--- src/rtl/mult_pkg.sv ---
// Shared definitions for the Booth multiplier and its control-unit peer.
// The control unit reuses MULT_ITER and CNT_W for its wait-state timeout.
package mult_pkg;

  typedef enum logic [1:0] {
    IDLE = 2'd0,
    RUN  = 2'd1,
    DONE = 2'd2
  } state_t;

  localparam int MULT_ITER = 32;
  localparam int CNT_W     = 6;

endpackage

--- src/rtl/mult_booth_if.sv ---
// start/finished handshake between the control unit and the multiplier,
// plus the operand and product buses.
interface mult_booth_if #(
  parameter int WIDTH = 32
);
  logic             start;
  logic [WIDTH-1:0] a;
  logic [WIDTH-1:0] b;
  logic [WIDTH-1:0] hi;
  logic [WIDTH-1:0] lo;
  logic             busy;
  logic             finished;

  modport master (
    output start, a, b,
    input  hi, lo, busy, finished
  );

  modport slave (
    input  start, a, b,
    output hi, lo, busy, finished
  );
endinterface

--- src/rtl/mult_booth_step.sv ---
// One radix-2 Booth iteration: add/sub M on {Q0,q-1}, then an
// arithmetic right shift of {Acc, Q, q-1}.
import mult_pkg::*;

module booth_step #(
  parameter int WIDTH = 32
) (
  input  logic [WIDTH:0]   acc,
  input  logic [WIDTH-1:0] q,
  input  logic             q_m1,
  input  logic [WIDTH:0]   m,
  output logic [WIDTH:0]   acc_n,
  output logic [WIDTH-1:0] q_n,
  output logic             q_m1_n
);

  logic [WIDTH:0] sum;

  always_comb begin
    sum = acc;
    unique case ({q[0], q_m1})
      2'b10:   sum = acc - m;
      2'b01:   sum = acc + m;
      default: sum = acc;
    endcase
    // q-1 falls off the bottom; Acc's sign bit is replicated at the top
    {acc_n, q_n, q_m1_n} = {sum[WIDTH], sum, q};
  end

endmodule

--- src/rtl/mult_booth.sv ---
// Sequential signed multiplier, radix-2 Booth, one iteration per cycle.
// Responder side of the start/finished handshake; drives HI/LO.
import mult_pkg::*;

module mult_booth #(
  parameter int WIDTH = 32
) (
  input  logic         clk,
  input  logic         reset,
  mult_booth_if.slave  bus
);

  localparam logic [CNT_W-1:0] LAST = CNT_W'(WIDTH - 1);

  state_t           state;
  logic [WIDTH:0]   acc;
  logic [WIDTH-1:0] q;
  logic             q_m1;
  logic [WIDTH:0]   m;
  logic [CNT_W-1:0] cnt;
  logic [WIDTH-1:0] hi;
  logic [WIDTH-1:0] lo;
  logic             busy;
  logic             finished;

  logic [WIDTH:0]   acc_n;
  logic [WIDTH-1:0] q_n;
  logic             q_m1_n;

  booth_step #(.WIDTH(WIDTH)) u_step (
    .acc    (acc),
    .q      (q),
    .q_m1   (q_m1),
    .m      (m),
    .acc_n  (acc_n),
    .q_n    (q_n),
    .q_m1_n (q_m1_n)
  );

  always_ff @(posedge clk or negedge reset) begin
    if (!reset) begin
      state    <= IDLE;
      acc      <= '0;
      q        <= '0;
      q_m1     <= 1'b0;
      m        <= '0;
      cnt      <= '0;
      hi       <= '0;
      lo       <= '0;
      busy     <= 1'b0;
      finished <= 1'b0;
    end else begin
      unique case (state)
        IDLE: begin
          if (bus.start) begin
            state <= RUN;
            m     <= {bus.a[WIDTH-1], bus.a};
            acc   <= '0;
            q     <= bus.b;
            q_m1  <= 1'b0;
            cnt   <= '0;
            busy  <= 1'b1;
          end
        end
        RUN: begin
          acc  <= acc_n;
          q    <= q_n;
          q_m1 <= q_m1_n;
          cnt  <= cnt + 1'b1;
          if (cnt == LAST) begin
            state    <= DONE;
            hi       <= acc_n[WIDTH-1:0];
            lo       <= q_n;
            finished <= 1'b1;
          end
        end
        DONE: begin
          state    <= IDLE;
          busy     <= 1'b0;
          finished <= 1'b0;
        end
        default: state <= IDLE;
      endcase
    end
  end

  assign bus.hi       = hi;
  assign bus.lo       = lo;
  assign bus.busy     = busy;
  assign bus.finished = finished;

endmodule

--- src/flat_wrapper.sv ---
// flat-port wrapper written by rule: the top's interface ports become plain ports
module mult_booth_flat 
#(
  parameter int WIDTH = 32
)
  (clk, reset, bus_start, bus_a, bus_b, bus_hi, bus_lo, bus_busy, bus_finished);
  mult_booth_if #(.WIDTH(WIDTH)) bus_i ();
  input  logic clk;
  input  logic reset;
  input wire logic [$bits(bus_i.start)-1:0] bus_start;
  input wire logic [$bits(bus_i.a)-1:0] bus_a;
  input wire logic [$bits(bus_i.b)-1:0] bus_b;
  output wire logic [$bits(bus_i.hi)-1:0] bus_hi;
  output wire logic [$bits(bus_i.lo)-1:0] bus_lo;
  output wire logic [$bits(bus_i.busy)-1:0] bus_busy;
  output wire logic [$bits(bus_i.finished)-1:0] bus_finished;
  assign bus_i.start = bus_start;
  assign bus_i.a = bus_a;
  assign bus_i.b = bus_b;
  assign bus_hi = bus_i.hi;
  assign bus_lo = bus_i.lo;
  assign bus_busy = bus_i.busy;
  assign bus_finished = bus_i.finished;
  mult_booth #(.WIDTH(WIDTH)) u_core (.clk(clk), .reset(reset), .bus(bus_i));
endmodule
--- config.mk ---
export PLATFORM = sky130hd
export DESIGN_NAME = mult_booth_flat
export DESIGN_NICKNAME = d
export VERILOG_FILES = /design/src/rtl/mult_pkg.sv /design/src/rtl/mult_booth_if.sv /design/src/rtl/mult_booth_step.sv /design/src/rtl/mult_booth.sv /design/src/flat_wrapper.sv
export SDC_FILE = /design/constraint.sdc
export NUM_CORES = 1
export LEC_CHECK = 0
export ABC_AREA = 1
export CORE_MARGIN = 2
export CORE_UTILIZATION = 45
export CTS_BUF_LIST = sky130_fd_sc_hd__clkbuf_4 sky130_fd_sc_hd__clkbuf_8
export CTS_CLUSTER_DIAMETER = 150
export CTS_CLUSTER_SIZE = 10
export DETAILED_ROUTE_END_ITERATION = 16
export MAX_ROUTING_LAYER = met4
export PLACE_DENSITY = 0.71
export SLEW_MARGIN = 5
export SYNTH_ARGS = -nofsm -noshare
export SYNTH_HDL_FRONTEND = slang
export SYNTH_SLANG_ARGS = --single-unit
--- constraint.sdc ---
create_clock -name clk -period 2.84 [get_ports clk]
set_input_delay 0.426 -clock clk [delete_from_list [all_inputs] [get_ports clk]]
set_output_delay 0.426 -clock clk [all_outputs]
set_load 0.02 [all_outputs]
---- Yosys cells after proc, flatten, opt, wreduce, memory -nomap -nowiden ----
Index checks and enable logic that the tools add are counted.
word-level totals
  register bits after elaboration ......... 172
  output and inout port bits .............. 66
operators by class
  add/subtract/negate cells ............... 3
  reduce and logical (&&, ||, !) cells .... 10
  eq/ne operators ......................... 7
  multiplexer cells ....................... 16
operators with widths
  kind                   number
  $pmux W33 S2           2
  $pmux W32 S2           1
  $add A33 B33 Y33       1
  $mux W33               1
  $sub A33 B33 Y33       1
  $mux W32               1
  $pmux W6 S2            1
  $reduce_and A2 Y1      6
  $add A6 B1 Y6 const B  1
  $eq A6 B5 Y1 const B   1
  $mux W6                1
  $pmux W1 S2            3
  $reduce_bool A2 Y1     3
  $eq A2 B1 Y1 const B   2
  $eq A2 B2 Y1 const B   2
  $mux W2                2
  $pmux W2 S2            1
  $mux W1                3
  $logic_not A2 Y1       1
  $ne A2 B1 Y1 const B   1
  $ne A2 B2 Y1 const B   1

---- Longest topological paths before layout ----
  depth in word-level cells ............... 3
  mapped depth ............................ 26

---- By module ----
From an unflattened synthesis, not the netlist that was laid out.
second synthesis, totals
  cells, all modules ...................... 1661
  area, all modules ....................... 11128.2 sq um
by module, submodules not included
  module      sequential area each (sq um)  area an instance (sq um)  cells each  instances
  mult_booth  4304.1                        7116.8                    854         1
  booth_step  0.0                           4011.3                    807         1

---- Least setup slack after synthesis ----
No wires, ideal clock.
  path kind ............................... register to register
  start ................................... register u_core.m[0]
  end ..................................... register u_core.acc[30]
  library setup time ...................... 0.117 ns
  arrival ................................. 2.655 ns
  cell stages (with the launch flop) ...... 19
  path slack .............................. 0.067 ns
  required time ........................... 2.723 ns
  path through ............................ dfrtp_1 -> inv_1 -> ha_1 -> nand3_1 -> nor2_2 -> nand2_2 -> nor2_2 -> nor2_1 -> a21oi_2 -> o21ai_1 -> xor2_1 -> ha_1 -> inv_1 -> nor4_2 -> a21oi_1 -> nand3_1 -> nand3_2 -> nand3_1 -> nand2_1
between the ends
  cells in the longest elaborated chain, start to end .. 3
RTL lines
  element                                                      RTL line                                      RTL
  start: declaration                                           mult_booth.sv:19                              logic [WIDTH:0] m;
  start signal: assignment                                     mult_booth.sv:57                              m <= {bus.a[WIDTH-1], bus.a};
  $add A33 B33 Y33 / $sub A33 B33 Y33 (equally long branches)  mult_booth_step.sv:23, mult_booth_step.sv:22
  $pmux W33 S2 (*)                                             mult_booth_step.sv:21                         unique case ({q[0], q_m1})
  $pmux W33 S2 (*)                                             mult_booth.sv:53                              unique case (state)
  end signal: assignment                                       mult_booth.sv:66                              acc <= acc_n;
  end: declaration                                             mult_booth.sv:16                              logic [WIDTH:0] acc;
Mark *: on every way between the ends. The rest lies on a longest branch, timed or not.
A chain may end at the register's enable or synchronous reset.

---- Final worst setup path ----
  start ................................... register u_core.m[1]
  end ..................................... register u_core.acc[25]
Same word-level chain as after synthesis.

==> results.ini <==
[outcome]
status=finished with violations
violations=setup timing

[synth]
yosys.area.top_type=dfrtp_1
synthMuxAreaShare=0.00202
yosys.area.top_type_share=0.432
avgSynthCellArea_um2=7.75
yosysMostFrequentCell=nand2_1
synth_simple_gate_area_share=0.270
ys_seq_area_frac=0.432
synth_compound_area_frac=0.139
synth_nets=1381
yosys-top-cells-count=nand2_1, dfrtp_1, inv_1
synth_area_mm2=0.00990
synth.distinct_cells=51
yosys_most_used_dff=dfrtp_1
ys_top_cells_by_area=dfrtp_1, nand2_1, inv_1, ha_1, nand3_1
synth_xor_area_frac=0.0327
synth_edf_count=0
synthCells=1278
synth_top_family_by_area=simple AND/OR/NAND/NOR gates
yosysWarnings=0
synthAdderAreaFrac=0.0462
async_flop_share=1.00
ys_seq_elements=171

[routing]
ant_nets=0
drt-wirelength-per-cell_um=16.9
via_per_inst=5.26
route.vias.total=9719
drc=0
drt-total-wl_um=31300
drt_first_iter_violations=776
first_pass_iters=6

[sta]
skew_ns=0.0194
finalSetupViolations=47
tightest_slew_ns=0.633
period_share=1.15
maxSlewHeadroom=0.578
fin_crit_ns=3.28
hold_violations=0
setup_ws_ns=-0.437
max_freq_mhz=305
rsz0062_at_grt=true
final-max-slew-violation-count=0

[global_routing]
grt_pass1_vias=9379
grt_overflow_total=0
grt_use_total=0.263
antenna_found_initial=0
grt_max_degree=87
grt_pass1_wl_um=47800

[floorplan]
die_y_um=152
initial_core_util=0.457
die_w_um=152
coreArea_mm2=0.0217
boundaryPins=133
die_area_mm2=0.0232
floorplan.rows=54

[placed_design]
port_buffers=132
place.gp.congestion=0.930
dpl.hpwl_um=21000

[setup_path]
criticalPathCategory=reg -> reg
cp_max_fo=4
arrival_ns=3.65
cp.required_ns=3.21
crit_path_start_kind=register
end_kind=register

[final_layout]
area_growth_pct=48.5
drive_gt1_frac=0.329
final_util=0.678
num_antenna_cells=0
fin_nets=1657
n_fill_cell=1658

[clock_tree]
cts_tree=built
cts.clk_slew.worst_paths_ns=0.12
ctsLongestPathBuffers=2
cts.sinks=171
h-tree-depth=4
cts_buffers=17
cts_root_buf=clkbuf_8
clock_latency_ns=0.50

[job]
maxCapViolations=0

[worst_hold_path]
hold_path.class=in -> reg

==> critical path, stage by stage, from the launching register on <==
cell and delay [ns]:
dfrtp_1 0.41, inv_2 0.09, buf_4 0.14, nand3_4 0.09, nor2_4 0.11, nand3_2 0.12
nor2_4 0.18, nand2_4 0.10, buf_4 0.16, o21ai_4 0.15, xor2_2 0.27, ha_4 0.28
nand2_2 0.06, nand2_2 0.06, o21bai_4 0.19, a21oi_2 0.16, nor2_1 0.07, nor2_2 0.15
nand2_1 0.06, nand2_1 0.07, nand3_2 0.09, nand3_1 0.11, nand2_1 0.06
==> cell type report <==
class	count	area, um^2	area share
inverters	139	522	0.0355
clock buffers	17	234	0.0159
clock inverters	15	225	0.0153
well taps	280	350	0.0238
repair buffers	303	2750	0.187
flip-flops and latches	171	4280	0.291
multi-input cells	922	6340	0.431
==> metrics by stage <==
step	cells	TNS (ns)	hold slack (ns)	setup WS, ns	area (um^2)
6_report	1847	-12.21	0.448	-0.437	14700
2_1_floorplan	1278	0	0.130	0.0674	9900
3_3_place_gp	1783	-10.34	0.444	-0.363	12400
3_5_place_dp	1783	-13.74	0.455	-0.434	12400
4_1_cts	1832	-6.55	0.437	-0.279	13600
5_1_grt	1847	-20.64	0.437	-0.662	14700
==> routing by layer <==
layer / up-vias / wire length, um / share of wire / global-route usage
li1: 4710 / - / - / -
met1: 4691 / 14200 / 0.45 / 0.358
met2: 263 / 15100 / 0.48 / 0.422
met3: 55 / 1430 / 0.046 / 0.0390
met4: 0 / 535 / 0.017 / 0.0596
met5: - / 0 / 0 / -
==> placed cells by master, fill, tap and decap left out, types with 4 or more instances in the layout <==
cell type,n
o21ai_0,45
nand2_1,336
xor2_1,9
xnor2_1,4
nand3_2,36
o21ai_1,70
buf_6,25
nand2_4,22
nor2_4,20
nor3_2,5
nor2_1,39
inv_1,116
a21oi_2,20
nor2_2,23
buf_12,4
or2_2,11
xnor2_2,7
dfrtp_1,171
xor2_2,16
buf_4,142
a21o_1,4
a21oi_1,9
ha_4,24
inv_2,23
inv_12,8
ha_1,9
a21oi_4,11
o221ai_1,25
nand2_2,50
o21ai_2,19
clkbuf_8,17
clkdlybuf4s50_1,131
nand4_1,6
nand3_1,50
a22oi_1,6
==> registers in the layout (all words and copies together), names as in the netlist, 2 cells and up <==
| signal | cells |
|---|---|
| u_core.m | 32 |
| u_core.q | 32 |
| u_core.bus.lo | 32 |
| u_core.acc | 32 |
| u_core.bus.hi | 32 |
| u_core.cnt | 6 |
| u_core.state | 2 |
==> cell families (layout without fill, tap and decap cells) <==
logic type	Yosys count	after routing
adders and majority gates	36	36
xor gates and xnor gates	37	37
muxes	2	2
and+or+nand+nor	615	615
buffers and inverters	185	474
AOI/OAI and AO/OA	232	232
DFF	171	171
==> path summary, 6_finish.rpt <==
kind                                   startpoint                end  slack (ns)  cells past startpoint
worst max-delay path                  u_core.m[1]     u_core.acc[25]       -0.44                     22
worst min-delay path                     bus_a[8]        u_core.m[8]        0.45                      3
worst max register to register        u_core.m[1]     u_core.acc[25]       -0.44                     22
worst min register to register  u_core.bus.hi[16]  u_core.bus.hi[16]        0.49                      2
max in group asynchronous                   reset        u_core.q[9]        1.46                      3
min in group asynchronous                   reset  u_core.bus.hi[28]        0.47                      2
==> what timing repair did <==
action,4_1_cts,5_1_grt
endpoints found under the hold margin,54,0
setup buffers,16,15
hold buffers,1,0
endpoints found under the setup margin,52,52
resized for setup,152,205
pin swaps,60,64
Power is not shown: default switching activity piles up to over one toggle a cycle in this logic, so the estimate is an artifact.
